`src/rtl/instr_fetch_queue.sv`:
```
// instr_fetch_queue: front-end fetch stage feeding the decoder.
// Issues sequential icache fetches with at most one request outstanding. Returned
// words are buffered with their PCs in a circular queue and handed to the decoder
// over a valid/ready handshake. A flush from the commit side redirects fetch and
// empties the queue. If a request is still in flight at a flush, its stale response
// is dropped.
// Optional build macro IFQ_JAL_PREDICT_EN: on enqueue of a JAL word, fetch
// continues at the JAL target instead of PC+4.
// DEPTH must be a power of two, >= 2, so that the pointers wrap on their own.

module instr_fetch_queue #(
    parameter int          DEPTH    = 8,
    parameter logic [31:0] RESET_PC = 32'h0000_0000
) (
    input  logic        clk_in,
    input  logic        rst_in,
    input  logic        rdy_in,
    output logic        icache_req_valid,
    output logic [31:0] icache_req_addr,
    input  logic        icache_req_ready,
    input  logic        icache_resp_valid,
    input  logic [31:0] icache_resp_instr,
    input  logic        flush_in,
    input  logic [31:0] flush_pc_in,
    output logic        dec_valid,
    input  logic        dec_ready,
    output logic [31:0] dec_pc,
    output logic [31:0] dec_instr
);

    localparam int PW = $clog2(DEPTH);
    localparam int CW = PW + 1;
    localparam logic [CW-1:0] DEPTH_C = CW'(DEPTH);

    typedef enum logic [1:0] {
        ST_IDLE = 2'd0,
        ST_WAIT = 2'd1,
        ST_DROP = 2'd2
    } state_t;

    state_t         state_r, state_nxt_s;
    logic [PW-1:0]  head_r, head_nxt_s;
    logic [PW-1:0]  tail_r, tail_nxt_s;
    logic [CW-1:0]  count_r, count_nxt_s;
    logic [31:0]    fetch_pc_r, fetch_pc_nxt_s;
    logic           req_en_r, req_en_nxt_s;
    logic           enq_s, deq_s, accept_s;
    logic [63:0]    mem_r [0:DEPTH-1];
`ifdef IFQ_JAL_PREDICT_EN
    logic [31:0]    jal_imm_s;
`endif

    // req_en_r mirrors "IDLE and not full" as a register.
    // The request line is therefore low in reset, and it drops in a flush cycle.
    assign icache_req_valid = req_en_r & ~(flush_in & rdy_in);
    assign icache_req_addr  = fetch_pc_r;
    assign accept_s         = icache_req_valid & icache_req_ready;

    // Head entry is read directly from storage; it is forced to zero when the queue is empty.
    assign dec_valid = (count_r != {CW{1'b0}});
    assign dec_pc    = dec_valid ? mem_r[head_r][63:32] : 32'h0000_0000;
    assign dec_instr = dec_valid ? mem_r[head_r][31:0]  : 32'h0000_0000;

    // Next-state, pointer, count and fetch-PC computation; a flush overrides everything else.
    always_comb begin
        state_nxt_s    = state_r;
        head_nxt_s     = head_r;
        tail_nxt_s     = tail_r;
        count_nxt_s    = count_r;
        fetch_pc_nxt_s = fetch_pc_r;
        enq_s          = 1'b0;
        deq_s          = 1'b0;
`ifdef IFQ_JAL_PREDICT_EN
        jal_imm_s      = {{11{icache_resp_instr[31]}}, icache_resp_instr[31],
                          icache_resp_instr[19:12], icache_resp_instr[20],
                          icache_resp_instr[30:21], 1'b0};
`endif
        if (flush_in) begin
            head_nxt_s     = {PW{1'b0}};
            tail_nxt_s     = {PW{1'b0}};
            count_nxt_s    = {CW{1'b0}};
            fetch_pc_nxt_s = flush_pc_in & 32'hFFFF_FFFC;
            // A response arriving with the flush retires the in-flight request.
            case (state_r)
                ST_IDLE: state_nxt_s = ST_IDLE;
                ST_WAIT: state_nxt_s = icache_resp_valid ? ST_IDLE : ST_DROP;
                ST_DROP: state_nxt_s = icache_resp_valid ? ST_IDLE : ST_DROP;
                default: state_nxt_s = ST_IDLE;
            endcase
        end else begin
            deq_s = dec_valid & dec_ready;
            case (state_r)
                ST_IDLE: begin
                    if (accept_s) begin
                        state_nxt_s = ST_WAIT;
                    end else begin
                        state_nxt_s = ST_IDLE;
                    end
                end
                ST_WAIT: begin
                    if (icache_resp_valid) begin
                        enq_s          = 1'b1;
                        fetch_pc_nxt_s = fetch_pc_r + 32'd4;
`ifdef IFQ_JAL_PREDICT_EN
                        if (icache_resp_instr[6:0] == 7'b1101111) begin
                            fetch_pc_nxt_s = fetch_pc_r + jal_imm_s;
                        end else begin
                            fetch_pc_nxt_s = fetch_pc_r + 32'd4;
                        end
`endif
                        state_nxt_s    = ST_IDLE;
                    end else begin
                        state_nxt_s = ST_WAIT;
                    end
                end
                ST_DROP: begin
                    if (icache_resp_valid) begin
                        state_nxt_s = ST_IDLE;
                    end else begin
                        state_nxt_s = ST_DROP;
                    end
                end
                default: state_nxt_s = ST_IDLE;
            endcase
            if (enq_s) begin
                tail_nxt_s = tail_r + {{(PW-1){1'b0}}, 1'b1};
            end else begin
                tail_nxt_s = tail_r;
            end
            if (deq_s) begin
                head_nxt_s = head_r + {{(PW-1){1'b0}}, 1'b1};
            end else begin
                head_nxt_s = head_r;
            end
            case ({enq_s, deq_s})
                2'b10:   count_nxt_s = count_r + {{(CW-1){1'b0}}, 1'b1};
                2'b01:   count_nxt_s = count_r - {{(CW-1){1'b0}}, 1'b1};
                default: count_nxt_s = count_r;
            endcase
        end
        req_en_nxt_s = (state_nxt_s == ST_IDLE) && (count_nxt_s < DEPTH_C);
    end

    // Control registers: async reset, frozen whenever rdy_in is low.
    always_ff @(posedge clk_in or negedge rst_in) begin
        if (!rst_in) begin
            state_r    <= ST_IDLE;
            head_r     <= {PW{1'b0}};
            tail_r     <= {PW{1'b0}};
            count_r    <= {CW{1'b0}};
            fetch_pc_r <= RESET_PC;
            req_en_r   <= 1'b0;
        end else if (rdy_in) begin
            state_r    <= state_nxt_s;
            head_r     <= head_nxt_s;
            tail_r     <= tail_nxt_s;
            count_r    <= count_nxt_s;
            fetch_pc_r <= fetch_pc_nxt_s;
            req_en_r   <= req_en_nxt_s;
        end
    end

    // Queue storage: write {pc, instr} at the tail on enqueue; contents need no reset.
    always_ff @(posedge clk_in) begin
        if (rdy_in && enq_s) begin
            mem_r[tail_r] <= {fetch_pc_r, icache_resp_instr};
        end
    end

endmodule
```
`config.mk`:
```
export PLATFORM = sky130hd
export DESIGN_NAME = instr_fetch_queue
export DESIGN_NICKNAME = d
export VERILOG_FILES = /design/src/rtl/instr_fetch_queue.sv
export SDC_FILE = /design/constraint.sdc
export NUM_CORES = 1
export LEC_CHECK = 0
export BUFFER_PORTS_ARGS = -buffer_cell sky130_fd_sc_hd__clkbuf_2
export CAP_MARGIN = 0
export CORE_UTILIZATION = 53
export CTS_CLUSTER_SIZE = 12
export DETAILED_ROUTE_END_ITERATION = 10
export PLACE_DENSITY = 0.77
export SETUP_SLACK_MARGIN = 0.15
export SLEW_MARGIN = 20
export SYNTH_ARGS = -nofsm -noshare
export SYNTH_HDL_FRONTEND = slang
export SYNTH_SLANG_ARGS = --single-unit
```
`constraint.sdc`:
```
create_clock -name clk_in -period 8.25 [get_ports clk_in]
set_input_delay 2.475 -clock clk_in [delete_from_list [all_inputs] [get_ports clk_in]]
set_output_delay 2.475 -clock clk_in [all_outputs]
set_load 0.02 [all_outputs]
```
## Word-level counts from Yosys, hierarchy flattened

Memories as Yosys holds them, arrays and structs flattened.
Index checks and enable logic that the tools add are counted.

| cells by class | value |
|---|---|
| add/subtract/negate cells | 5 |
| magnitude comparators | 1 |
| equality and inequality tests | 4 |
| muxes and demuxes | 23 |
| bitwise operators | 5 |
| reduce and logical (&&, ||, !) cells | 13 |

Operators with widths:

| kind | number |
|---|---|
| $mux 32 | 5 |
| $add 32x3->32 const B | 1 |
| $mux 3 | 4 |
| $mux 1 | 8 |
| $pmux 4 s2 | 1 |
| $reduce_bool 2->1 | 4 |
| $add 3x1->3 const B | 2 |
| $mux 2 | 3 |
| $pmux 2 s3 | 1 |
| $add 4x1->4 const B | 1 |
| $and 1x1->1 | 4 |
| $eq 2x1->1 const B | 2 |
| $eq 2x2->1 const B | 2 |
| $logic_not 2->1 | 2 |
| $lt 4x4->1 const B | 1 |
| $mux 4 | 1 |
| $reduce_and 2->1 | 2 |
| $reduce_bool 4->1 | 1 |
| $sub 4x1->4 const B | 1 |
| $reduce_and 3->1 | 1 |
| $logic_and 1x1->1 | 2 |
| $reduce_or 2->1 | 1 |
| $not 1->1 | 1 |

| word-level totals | value |
|---|---|
| flip-flop bits (word level) | 45 |
| RAM bits | 512 |
| memories | 1 |

Memory list:

| name | words | width | read ports | clocked after Yosys merged registers in | write ports | RTL line | RTL |
|---|---|---|---|---|---|---|---|
| mem_r | 8 | 64 | 1 | 0 | 1 | 48 | `logic [63:0] mem_r [0:DEPTH-1];` |

## Longest topological paths before layout

Gate-level depths: netlist of run 1.

| depth | value |
|---|---|
| depth in word-level cells | 9 |
| mapped depth | 12 |

## Worst setup path after synthesis of run 1

Ideal clock, no wire load.

| path | value |
|---|---|
| kind | input to register |
| start point | input port flush_in |
| end point | memory mem_r[0][0], enable pin |
| setup time | 558 ps |
| arrival time | 7311 ps |
| data required time | 7692 ps |
| slack | 381 ps |
| cell stages on the path | 4 |
| path buffers | 1 |
| path through | clkbuf_1 and4b_1 nand2b_1 nor3_1 |

| on the way | value |
|---|---|
| longest elaborated chain between the ends | 4 |

RTL lines:

| element | RTL line | RTL |
|---|---|---|
| start, declared | 23 | `input logic flush_in,` |
| $mux 1 | 78 | `if (flush_in) begin` |
| $logic_and 1x1->1 | 165 | `if (rdy_in && enq_s) begin` |
| $mux 1 | 165 |  |
| $mux 1 (not written as such) | 166 | `mem_r[tail_r] <= {fetch_pc_r, icache_resp_instr};` |
| end, declared | 48 |  |

No other way between the ends.

## Worst setup path in the final report of run 1

| path | value |
|---|---|
| start point | input port rdy_in |
| end point | output port icache_req_valid |

| on the way | value |
|---|---|
| longest elaborated chain between the ends | 3 |

RTL lines:

| element | RTL line | RTL |
|---|---|---|
| start, declared | 17 | `input logic rdy_in,` |
| $and 1x1->1 | 55 | `assign icache_req_valid = req_en_r & ~(flush_in & rdy_in);` |
| $not 1->1 | 55 |  |
| $and 1x1->1 | 55 |  |
| end, declared | 18 | `output logic icache_req_valid,` |

No other way between the ends.

==> results of run 1 <==
## worst min-delay path by stage
stage / start / endpoint / slack, ns / depth (start not counted)
after floorplan: tail_r[0]$_DFFE_PN0P_ / tail_r[0]$_DFFE_PN0P_ / 0.49 / 2
after detailed placement: tail_r[0]$_DFFE_PN0P_ / tail_r[0]$_DFFE_PN0P_ / 0.54 / 2
after global routing: tail_r[0]$_DFFE_PN0P_ / tail_r[0]$_DFFE_PN0P_ / 0.59 / 2
final: tail_r[0]$_DFFE_PN0P_ / tail_r[0]$_DFFE_PN0P_ / 0.55 / 2
after global placement: tail_r[0]$_DFFE_PN0P_ / tail_r[0]$_DFFE_PN0P_ / 0.52 / 2
after CTS: tail_r[0]$_DFFE_PN0P_ / tail_r[0]$_DFFE_PN0P_ / 0.55 / 2
## area by class of cell
type                    count  area [µm²]
flip-flops and latches    539       16000
multi-input cells         610        5460
inverters                  16        60.1
well taps                 525         657
fillers                  2768       15400
clock buffers              69        1470
clock inverters            13         113
repair buffers            184        1000
## cells in the final DEF, fill, tap and decap left out, types with 9 or more instances in the layout
cell / n
sky130_fd_sc_hd__inv_1: 14
sky130_fd_sc_hd__nor4_1: 10
sky130_fd_sc_hd__a21oi_1: 80
sky130_fd_sc_hd__edfxtp_1: 496
sky130_fd_sc_hd__dfrtp_1: 40
sky130_fd_sc_hd__o21ai_0: 20
sky130_fd_sc_hd__and3_1: 9
sky130_fd_sc_hd__nor3_1: 14
sky130_fd_sc_hd__nand3_1: 25
sky130_fd_sc_hd__clkbuf_16: 57
sky130_fd_sc_hd__mux4_2: 124
sky130_fd_sc_hd__buf_4: 20
sky130_fd_sc_hd__nand4_1: 14
sky130_fd_sc_hd__clkbuf_1: 12
sky130_fd_sc_hd__clkbuf_2: 162
sky130_fd_sc_hd__ha_1: 12
sky130_fd_sc_hd__nor2_1: 26
sky130_fd_sc_hd__nand2_1: 166
## metal layers
layer  vias to the layer above  share of wire
met3                        70          0.093
met2                       638           0.48
met5                         -        0.00029
met4                         2          0.020
li1                       5263              -
met1                      6192           0.40
## power breakdown
group	internal [µW]	leakage [µW]	switching, µW
combinational	598	0.00254	735
clock	1300	0.000768	949
sequential	3070	0.00496	190
total	4960	0.00827	1870
## registers in the layout (all words and copies together) (netlist names)
register / count
mem_r: 496
icache_req_addr: 30
count_r: 4
head_r: 3
tail_r: 3
state_r: 2
req_en_r: 1
## worst reg2reg max path, cell delays in order (launching register included)
cell and delay [ns]:
sky130_fd_sc_hd__dfrtp_1 0.46, sky130_fd_sc_hd__nor4_4 0.29, sky130_fd_sc_hd__buf_4 0.77, sky130_fd_sc_hd__inv_1 0.35, sky130_fd_sc_hd__nand2_1 0.22, sky130_fd_sc_hd__inv_1 0.08
sky130_fd_sc_hd__ha_1 0.29, sky130_fd_sc_hd__ha_1 0.37, sky130_fd_sc_hd__o211a_1 0.16, sky130_fd_sc_hd__a211oi_1 0.37, sky130_fd_sc_hd__or3_1 0.21, sky130_fd_sc_hd__o2111a_1 0.20
## cells by family after synthesis
family | Yosys count
xor+xnor | 2
buf+inv | 91
other cells | 1
mux | 129
simple gates | 305
compound gates | 158
flops | 539
fa+ha+maj | 12
## per-stage QoR
| stage | instances | power (µW) | utilization | cell area [µm²] | worst slack, ns |
|---|---|---|---|---|---|
| 2_1_floorplan | 1240 | 4240 | - | 21700 | 0.381 |
| 3_3_place_gp | 1873 | 4630 | 0.577 | 23100 | 1.91 |
| 3_5_place_dp | 1873 | 4660 | 0.577 | 23100 | 1.91 |
| 4_1_cts | 1955 | 6890 | 0.617 | 24700 | 1.90 |
| 5_1_grt | 1956 | 7090 | 0.617 | 24700 | 1.76 |
| 6_report | 1956 | 6840 | 0.617 | 24700 | 1.87 |
==> metrics list, run 1 <==
- Outcome: complete, no violations
- The first global-routing pass estimated 73,500 µm of wire.
- Post-Syn Area per Cell: 17.6 µm²
* Most frequent cells after synthesis: sky130_fd_sc_hd__edfxtp_1 (496), sky130_fd_sc_hd__nand2_1 (166), sky130_fd_sc_hd__mux4_2 (124)
- Total length of routed wires: 48,300 µm
- Measured along the y axis, the die boundary spans 204 µm.
- Final number of hold-violating endpoints: 0
- Slew of the pin with the lowest slew margin: 0.988 ns
- Residual antenna-violating net count after detailed routing: 0
- Dividing the detail-routed wire length by the instance count gives 24.7 µm.
- Ant diodes: 0
- Multiplexer share of the synthesized area: 0.131
* Number of buffers added on ports: 162
- Maximum clock frequency: 0.157 GHz
* Ranking of synthesized cells by area: sky130_fd_sc_hd__edfxtp_1 (69%), sky130_fd_sc_hd__mux4_2 (13%), sky130_fd_sc_hd__dfrtp_1 (5.0%), sky130_fd_sc_hd__nand2_1 (2.9%), sky130_fd_sc_hd__a21oi_1 (1.8%)
- The number of gates resized after CTS was 0.
* Vias after detailed routing: 12,165
- Of the total synthesized cell area, the portion taken by XOR and XNOR cells is 0.000806.
* Initial antenna violation count: 1
- Type of the most critical hold path: flop to flop
- During I/O placement, the number of pins put on the boundary was 169.
- Clock tree from TritonCTS: done
- Synthesis inferred 539 register bits.
- In the final layout, the share of cells above drive strength 1 is 0.273.
- For this design the ratio of total power to cell area is 276 nW/µm².
- Clock-pin slew on the worst setup and hold paths: 0.06 ns
- Data on the critical path is required at its endpoint by 5.78 ns.
- Detailed router's first-iteration violation count: 1,133
- Most common cell in the synthesized netlist: sky130_fd_sc_hd__edfxtp_1
- Worst slew margin relative to its limit: 0.341
- For this configuration, the core starts out at a cell density of 0.542.
* Number of hold-repair buffers added at the cts stage: 0
* Cell at the root of the clock tree: sky130_fd_sc_hd__clkbuf_16
- Between clock sinks in the finished design, the worst skew comes to 0.0153 ns.
* Ordered cell list for the critical path: clkbuf_2 > nand2_1 > and2_1 > clkbuf_2
* Number of setup violations in the final report: 0
* Number of pins with negative max-slew slack in the final report: 0
- Worst setup startpoint: rdy_in
- Area inside the core boundary: 40,100 µm²
- Dividing the final minimum period by the clock period gives 0.773.
- The synthesized design contains 496 enable-type register cells.
* Max Root-Sink Buffers: 3
* DIE WIDTH: 204 µm
* Setup slack of the worst register-to-register path: 4.42 ns
* Synth Area in Compound Gates: 0.0445
- At the end of the flow, the number of nets in the layout was 1,488.
* Clock H-tree levels: 2
- The most numerous cell type found on the critical path is sky130_fd_sc_hd__clkbuf_2.
- In this run the critical register-to-register path is launched from count_r[1]$_DFFE_PN0P_.
- Counting cells, the worst reg-to-reg path comes to 11.
* Drt first pass iters: 5
- On the final layout, the worst hold slack is 0.551 ns.
- In this run, CTS created clock tree buffers numbering 54.
* Buffer count from post-CTS setup fixing: 0
- Cell type of the slowest stage on the worst timing path: sky130_fd_sc_hd__clkbuf_2
- Met3 capacity usage during global routing: 0.0487
- Crit path buffers/inverters: 2
* Synthesized-area fraction occupied by adder cells: 0.00691
- Final weighted congestion in routability-driven placement: 0.891
- For met2 alone, demand over resource in global routing was 0.385.
- The endpoint identified for the worst register-to-register timing path is req_en_r$_DFFE_PN0P_.
- The critical path ends at icache_req_valid.
- For this run, the leading register cell type out of synthesis is sky130_fd_sc_hd__edfxtp_1.
- For this run, the slowest stage of the critical path takes 0.61 ns.
- In the global route stage, met1 resource usage came out at 0.329.
- Drt drc: 0
- In this run the static leakage power is 0.00827 µW.
* Post-synthesis instance total: 1,237
- Most Crowded Layer GR: met2
- Delay-heaviest family, CP: buffers and inverters
* Synth Area in Simple Gates: 0.0647
* Cell area after synthesis: 21,700 µm²
- By area, the combinational part of the netlist is dominated by multiplexers.
- Row count: 73
* Critical path start-end classification: input pin to output port
* Final-layout setup total negative slack: 0 ns
- Data on the critical path arrives at its endpoint at 3.91 ns.
- HPWL Detailed: 26,700 µm
- Number of synthesis warnings: 0
- Number of global-route vias before repair: 12,485
- The worst setup path is captured at an output port.
- In the global route stage, overall resource usage came out at 0.238.
- Number of gates on the worst path with buffers counted: 4
- Maximum number of pins on one net before global-route repair: 65
- The worst setup path is launched from an input pin.
- Fraction of post-synthesis cell area in the top cell type by area: 0.685
- Maximum fanout count along the critical path: 44
* Die area: 41,800 µm²
- VDD sags by at most 0.143 mV.
- After detailed routing, the number of vias per cell comes to 6.22.
- Setup repair after global routing left no endpoint under its margin.
- Share of synthesized flip-flops with an asynchronous set or reset: 0.0798
- Total overflow reported by the global router: 0
- Sequential fraction of the synthesis area: 0.735
- After layout, the minimum clock period comes to 6.38 ns.
- Clock Latency Late Sink: 0.59 ns
* Largest area contributor in the synthesized netlist: sky130_fd_sc_hd__edfxtp_1
- Sink count of the clock tree: 539
- The area growth from synthesis to layout is 13.9%.
- MaxCap Viol Count: 0
* Library cells used by synthesis: 60
No activity file was read; power rests on OpenSTA's default activity.
==> run 2: changes to the inputs <==
- PLACE_DENSITY: 0.77 -> 0.8
- clock period: 8.25 -> 5.7 ns (I/O delays scaled with it)
==> run 2 against run 1 <==
Net effect:
- sequential power grew 44%
- sequential cell count is the same
- clock-buffer cell count grew 9
- setup slack lost 0.73 ns
- largest cell class unchanged
==> metrics list, run 2 (same netlist as run 1, synthesis figures left out) <==
- The kind of cell with the highest combined delay along the critical path is flip-flops.
- Cell area reported after detailed placement: 23,300 µm²
- Commonest cells after routing, fill and taps aside: sky130_fd_sc_hd__edfxtp_1 (496), sky130_fd_sc_hd__nand2_1 (166), sky130_fd_sc_hd__clkbuf_2 (162), sky130_fd_sc_hd__mux4_2 (124), sky130_fd_sc_hd__a21oi_1 (80)
- Overall Global Routing Usage: 0.238
- Buffer count from post-CTS setup fixing: 0
* Cts bufs inserted: 54
- The routed layout has 12,195 vias.
* Layout Area Growth over Synthesis: 14.4%
* Startpoint type of the worst setup path: flop
* Global-route met1 utilization: 0.334
- Max-cap violations in this run came to 0.
* Drt first pass iters: 5
* Number of setup violations in the final report: 0
* Drt drc: 0
- The die is 204 µm wide.
* Number of flip-flops under the largest register name: 496
- Initial standard-cell utilization of the core: 0.542
* Cell area power density: 396 nW/µm²
- In this run, the number of DRC markers left after iteration 0 of detailed routing was 1,237.
- Port buffering added 162 buffers.
* HPWL Detailed: 27,000 µm
- The later pin in the worst-skew pair is clocked with a latency of 0.59 ns.
- Met2 routing resource usage after global routing: 0.383
- I/O pin count: 169
- Placed cell count: 1,880
- The number of failing hold endpoints at the final stage was 0.
* Residual antenna-violating net count after detailed routing: 0
- Counting along the longest clock path gives a buffer depth of 3.
* Critical path start-end classification: flop to output port
- Critical Path AT: 2.85 ns
- Post-CTS resize count: 0
* Final-layout setup total negative slack: 0 ns
- In this design, the stage delay of the slowest critical-path cell is 0.97 ns.
- Required @ worst endpoint: 3.99 ns
- Most frequent standard cell in the layout excluding fill and tap cells: sky130_fd_sc_hd__edfxtp_1
- The critical path goes through buf_12 > mux4_2 > nand2_1 > a21oi_1 > clkbuf_2.
- Area of all placed cells without fillers: 24,900 µm²
* Row count: 73
- Post-layout instance count excluding filler cells: 1,972
- Final weighted congestion in routability-driven placement: 0.867
* Number of hold-repair buffers added at the cts stage: 0
- TritonCTS built the clock tree.
- The final-report max-slew violation count is 0.
- Clock H-tree levels: 2
- Initial antenna violation count: 2
- Global-route wire length before repair: 73,700 µm
* Die area: 41,800 µm²
* Peak supply drop: 0.232 mV
* Met3 capacity usage during global routing: 0.0463
- For this design, the slowest cell found on the critical path is sky130_fd_sc_hd__dfrtp_4.
- Slew of the pin with the lowest slew margin: 0.851 ns
- The number of global-route vias before repair was 12,421.
* Outcome: complete, no violations
- Number of vias per cell after detailed routing: 6.18
* Maximum fanout count along the critical path: 58
- Area inside the core boundary: 40,100 µm²
- Final clock period utilization by the worst path: 0.799
- The critical path contains buffers and inverters numbering 2 combined.
- Total Nets Final: 1,494
- The path class of the tightest hold or removal check is flop to flop.
* Share of layout cells above drive strength 1: 0.274
- The clock drives 539 sinks.
- Crit. End Element: output port
- Setup repair after global routing left no endpoint under its margin.
- Maximum number of pins on one net before global-route repair: 63
* Maximum clock frequency: 0.219 GHz
* Static leakage: 0.00829 µW
* Worst slew margin relative to its limit: 0.433
- Most flop-heavy register: mem_r
* Clock skew after layout: 0.0126 ns
- Total overflow reported by the global router: 0
- Summed over all layers, the routed wires come to 48,300 µm.
- The die is 204 µm tall.
* Clock-pin slew on the worst setup and hold paths: 0.06 ns
- The smallest clock period supported by the final layout is computed as 4.56 ns.
- Dividing the detail-routed wire length by the instance count gives 24.5 µm.
- Most Crowded Layer GR: met2
* Utilization after layout: 0.620
- Clock tree synthesis selected as its root buffer the cell sky130_fd_sc_hd__clkbuf_16.
## run 2: changes by cell type in the layout (fill, tap and decap cells not counted), sizes merged
cell / before / now
diode: 0 / 1
bufinv: 2 / 0
inv: 16 / 17
clkinvlp: 1 / 2
buf: 22 / 28
clkbuf: 231 / 240
## run 2: tightest hold or removal path, stage by stage (launching register included)
cell	delay, ns
sky130_fd_sc_hd__dfrtp_1	0.39
sky130_fd_sc_hd__nand2_1	0.07
sky130_fd_sc_hd__nand2_1	0.07
## run 2: final cells by class
class                   instances  area, µm²
inverters                      16       60.1
diodes                          1       2.50
repair buffers                190       1150
well taps                     525        657
fillers                      2768      15200
flip-flops and latches        539      16000
clock buffers                  78       1470
multi-input cells             610       5480
clock inverters                13       66.3
## run 2: path summary, 6_finish.rpt
check | cells past startpoint | start | slack, ns | endpoint
worst max register to register | 11 | count_r[1]$_DFFE_PN0P_ | 2.22 | req_en_r$_DFFE_PN0P_
min in group asynchronous | 2 | rst_in | 1.21 | icache_req_addr[21]$_DFFE_PN0P_
max in group asynchronous | 2 | rst_in | 4.04 | head_r[0]$_DFFE_PN0P_
worst min register to register | 2 | tail_r[0]$_DFFE_PN0P_ | 0.56 | tail_r[0]$_DFFE_PN0P_
worst max-delay path | 5 | head_r[1]$_DFFE_PN0P_ | 1.14 | dec_instr[19]
worst min-delay path | 2 | tail_r[0]$_DFFE_PN0P_ | 0.56 | tail_r[0]$_DFFE_PN0P_
## run 2: power breakdown
group | internal, µW | switching (µW)
sequential | 4440 | 268
combinational | 894 | 1080
clock | 1780 | 1380
total | 7110 | 2730
## run 2: metrics by stage
stage	worst slack, ns	hold WS (ns)	total power (µW)
3_5_place_dp	1.47	0.530	6770
2_1_floorplan	0.275	0.489	6140
3_3_place_gp	1.53	0.510	6730
4_1_cts	1.12	0.560	9910
6_report	1.14	0.557	9840
5_1_grt	1.01	0.588	10200
## run 2: metal layers
layer	wire length, µm	share of wire
met4	896	0.019
met3	4310	0.089
met1	19500	0.40
met5	14	0.00029
met2	23500	0.49
==> run 3: changes to the inputs <==
- PLACE_DENSITY: 0.8 -> 0.77
- clock period: 5.7 -> 4.3 ns (I/O delays scaled with it)
==> run 3 against run 2 <==
Net effect:
- clock skew is 0.0032 ns higher
- design area rose by 1.2%
- largest cell class unchanged
- register-to-register slack lost 0.99 ns
- clock-buffer cell count increased by 6
- largest power group unchanged
- non-clock buffer count rose by 10
==> metrics list, run 3 (same netlist as run 1, synthesis figures left out) <==
* Sink count of the clock tree: 539
- Post-layout instance count excluding filler cells: 1,986
- Number of buffers added on ports: 162
- Slew of the pin with the lowest slew margin: 0.821 ns
- The number of global-route vias before repair came to 12,426.
* Area of all placed cells without fillers: 25,200 µm²
* Most flop-heavy register: mem_r
- Across every metal layer, demand over resource in global routing totals 0.238.
- Setup repair after global routing left no endpoint under its margin.
- Die area: 41,800 µm²
* MaxCap Viol Count: 0
- Clock skew after layout: 0.0158 ns
- Clock H-tree levels: 2
- TritonCTS built the clock tree.
- Post-Place Setup Slack: 0.785 ns
- The worst setup path is launched from a flop.
- Summing all placed instances gives a cell area of 23,400 µm².
- Clock-pin slew was measured on the worst setup and hold paths at 0.06 ns.
* Worst slew margin relative to its limit: 0.452
- Cell area power density: 532 nW/µm²
- The wire-length estimate of the detail-placed layout is 28,000 µm.
- Routed len/inst: 24.5 µm
* Largest stage delay on the critical path: 0.81 ns
- DIE WIDTH: 204 µm
* Outcome: complete, no violations
* Final-layout setup total negative slack: 0 ns
* Commonest cells after routing, fill and taps aside: sky130_fd_sc_hd__edfxtp_1 (496), sky130_fd_sc_hd__nand2_1 (166), sky130_fd_sc_hd__clkbuf_2 (162), sky130_fd_sc_hd__mux4_2 (124), sky130_fd_sc_hd__a21oi_1 (80)
- Number of flip-flops under the largest register name: 496
* Cts bufs inserted: 55
* Row count: 73
- After floorplanning, the core was sized to cover 40,100 µm².
* Peak supply drop: 0.295 mV
* Maximum fanout count along the critical path: 49
- Initial antenna violation count: 2
* Final number of hold-violating endpoints: 0
- Die height: 204 µm
* Number of hold-repair buffers added at the cts stage: 0
- Setup slack on the critical path of the routed design comes to 0.363 ns.
- Timing would allow up to 0.254 GHz.
- At the end of the flow, the number of nets in the layout was 1,505.
- Number of vias per cell after detailed routing: 6.19
- Final weighted congestion in routability-driven placement: 0.925
- After detailed routing, the total wire length is 48,700 µm.
- Of the cells placed in the final design, the portion with a size suffix greater than 1 is 0.282.
- On the critical path, the stage with the largest delay is an instance of sky130_fd_sc_hd__dfrtp_4.
- The detailed router finished its first iteration with 1,179 violations.
* Fillers: 2,769
* Required @ worst endpoint: 3.01 ns
- The critical path goes through buf_12 > mux4_2 > nand2_1 > a21oi_1 > clkbuf_2.
- Placed cell count: 1,889
- The detailed router placed 12,293 vias in this run.
* Global-route wire length before repair: 73,600 µm
- Initial standard-cell utilization of the core: 0.542
- Register area: 16,000 µm²
- Summing all multi-input logic gate instances after layout gives 5480 µm².
* Number of pins with negative max-slew slack in the final report: 0
* Total overflow reported by the global router: 0
- The tree is rooted in a sky130_fd_sc_hd__clkbuf_16.
* Crit path buffers/inverters: 2
- I/O pin count: 169
- Final Critical Period: 3.94 ns
* Critical Path AT: 2.65 ns
- STA classifies the critical path endpoint as an output port.
* Layout Area Growth over Synthesis: 15.8%
- Setup violations remaining at the end of the flow were counted as 0.
- Critical path start-end classification: flop to output port
- Maximum number of pins on one net before global-route repair: 52
* Clock Latency Late Sink: 0.57 ns
- Most frequent standard cell in the layout excluding fill and tap cells: sky130_fd_sc_hd__edfxtp_1
- In this run the static leakage power is 0.00842 µW.
* Residual antenna-violating net count after detailed routing: 0
- Max Root-Sink Buffers: 3
- Drt drc: 0
* Buffer count from post-CTS setup fixing: 0
- Delay-heaviest family, CP: flip-flops
- The number of gates resized after CTS was 0.
* Drt first pass iters: 6
- Dividing the final minimum period by the clock period gives 0.916.
- Type of the most critical hold path: flop to flop
[run 3: cell types whose count changed in the layout (fill, tap and decap cells not counted)]
cell	before	now
sky130_fd_sc_hd__buf_12	10	16
sky130_fd_sc_hd__buf_4	18	22
sky130_fd_sc_hd__clkbuf_16	55	57
sky130_fd_sc_hd__bufinv_16	0	2
sky130_fd_sc_hd__clkinv_1	6	5
sky130_fd_sc_hd__clkbuf_8	1	5
sky130_fd_sc_hd__clkinv_2	4	1
[run 3: cell type report]
| cell class | count | area share |
|---|---|---|
| Sequential cell | 539 | 0.635 |
| Multi-Input combinational cell | 610 | 0.218 |
| Clock buffer | 84 | 0.0627 |
| Timing Repair Buffer | 200 | 0.0515 |
| Tap cell | 525 | 0.0261 |
| Clock inverter | 11 | 0.00428 |
| Inverter | 16 | 0.00239 |
| Antenna cell | 1 | 0.0000995 |
[run 3: per-stage QoR]
step	utilization	hold WS, ns	power, µW
6_report	0.627	0.548	13400
2_1_floorplan	-	0.489	8140
3_3_place_gp	0.585	0.520	8980
3_5_place_dp	0.585	0.542	9040
4_1_cts	0.627	0.558	13500
5_1_grt	0.627	0.578	13900
[run 3: metal layers]
metal / vias up / wire length [µm] / track usage
li1: 5316 / - / -
met1: 6311 / 19900 / 0.342
met2: 598 / 23800 / 0.382
met3: 66 / 3960 / 0.0385
met4: 2 / 962 / 0.0626
met5: - / 13 / 0
[run 3: worst register-to-register path: stages (launching register included)]
cell and delay (ns):
sky130_fd_sc_hd__dfrtp_1 0.47, sky130_fd_sc_hd__nor4_4 0.36, sky130_fd_sc_hd__buf_4 0.24, sky130_fd_sc_hd__inv_1 0.11, sky130_fd_sc_hd__nand2_1 0.15, sky130_fd_sc_hd__inv_1 0.08, sky130_fd_sc_hd__ha_1 0.28, sky130_fd_sc_hd__ha_1 0.37
sky130_fd_sc_hd__o211a_1 0.16, sky130_fd_sc_hd__a211oi_1 0.38, sky130_fd_sc_hd__or3_1 0.21, sky130_fd_sc_hd__o2111a_1 0.19
[run 3: final timing paths]
kind / start / slack (ns) / to / depth (start not counted)
max: head_r[1]$_DFFE_PN0P_ / 0.36 / dec_pc[14] / 5
min: icache_req_addr[24]$_DFFE_PN0P_ / 0.55 / mem_r[4][56]$_DFFE_PP_ / 0
max reg2reg: count_r[1]$_DFFE_PN0P_ / 1.23 / req_en_r$_DFFE_PN0P_ / 11
min reg2reg: icache_req_addr[24]$_DFFE_PN0P_ / 0.55 / mem_r[4][56]$_DFFE_PP_ / 0
max in group asynchronous: rst_in / 2.80 / head_r[0]$_DFFE_PN0P_ / 2
min in group asynchronous: rst_in / 0.75 / state_r[1]$_DFFE_PN0P_ / 1
[run 3: power by group]
part	internal, µW	total, µW	switching (µW)
Sequential	5890	6220	330
Combinational	1240	2720	1480
Clock	2620	4440	1820
Total	9750	13400	3630
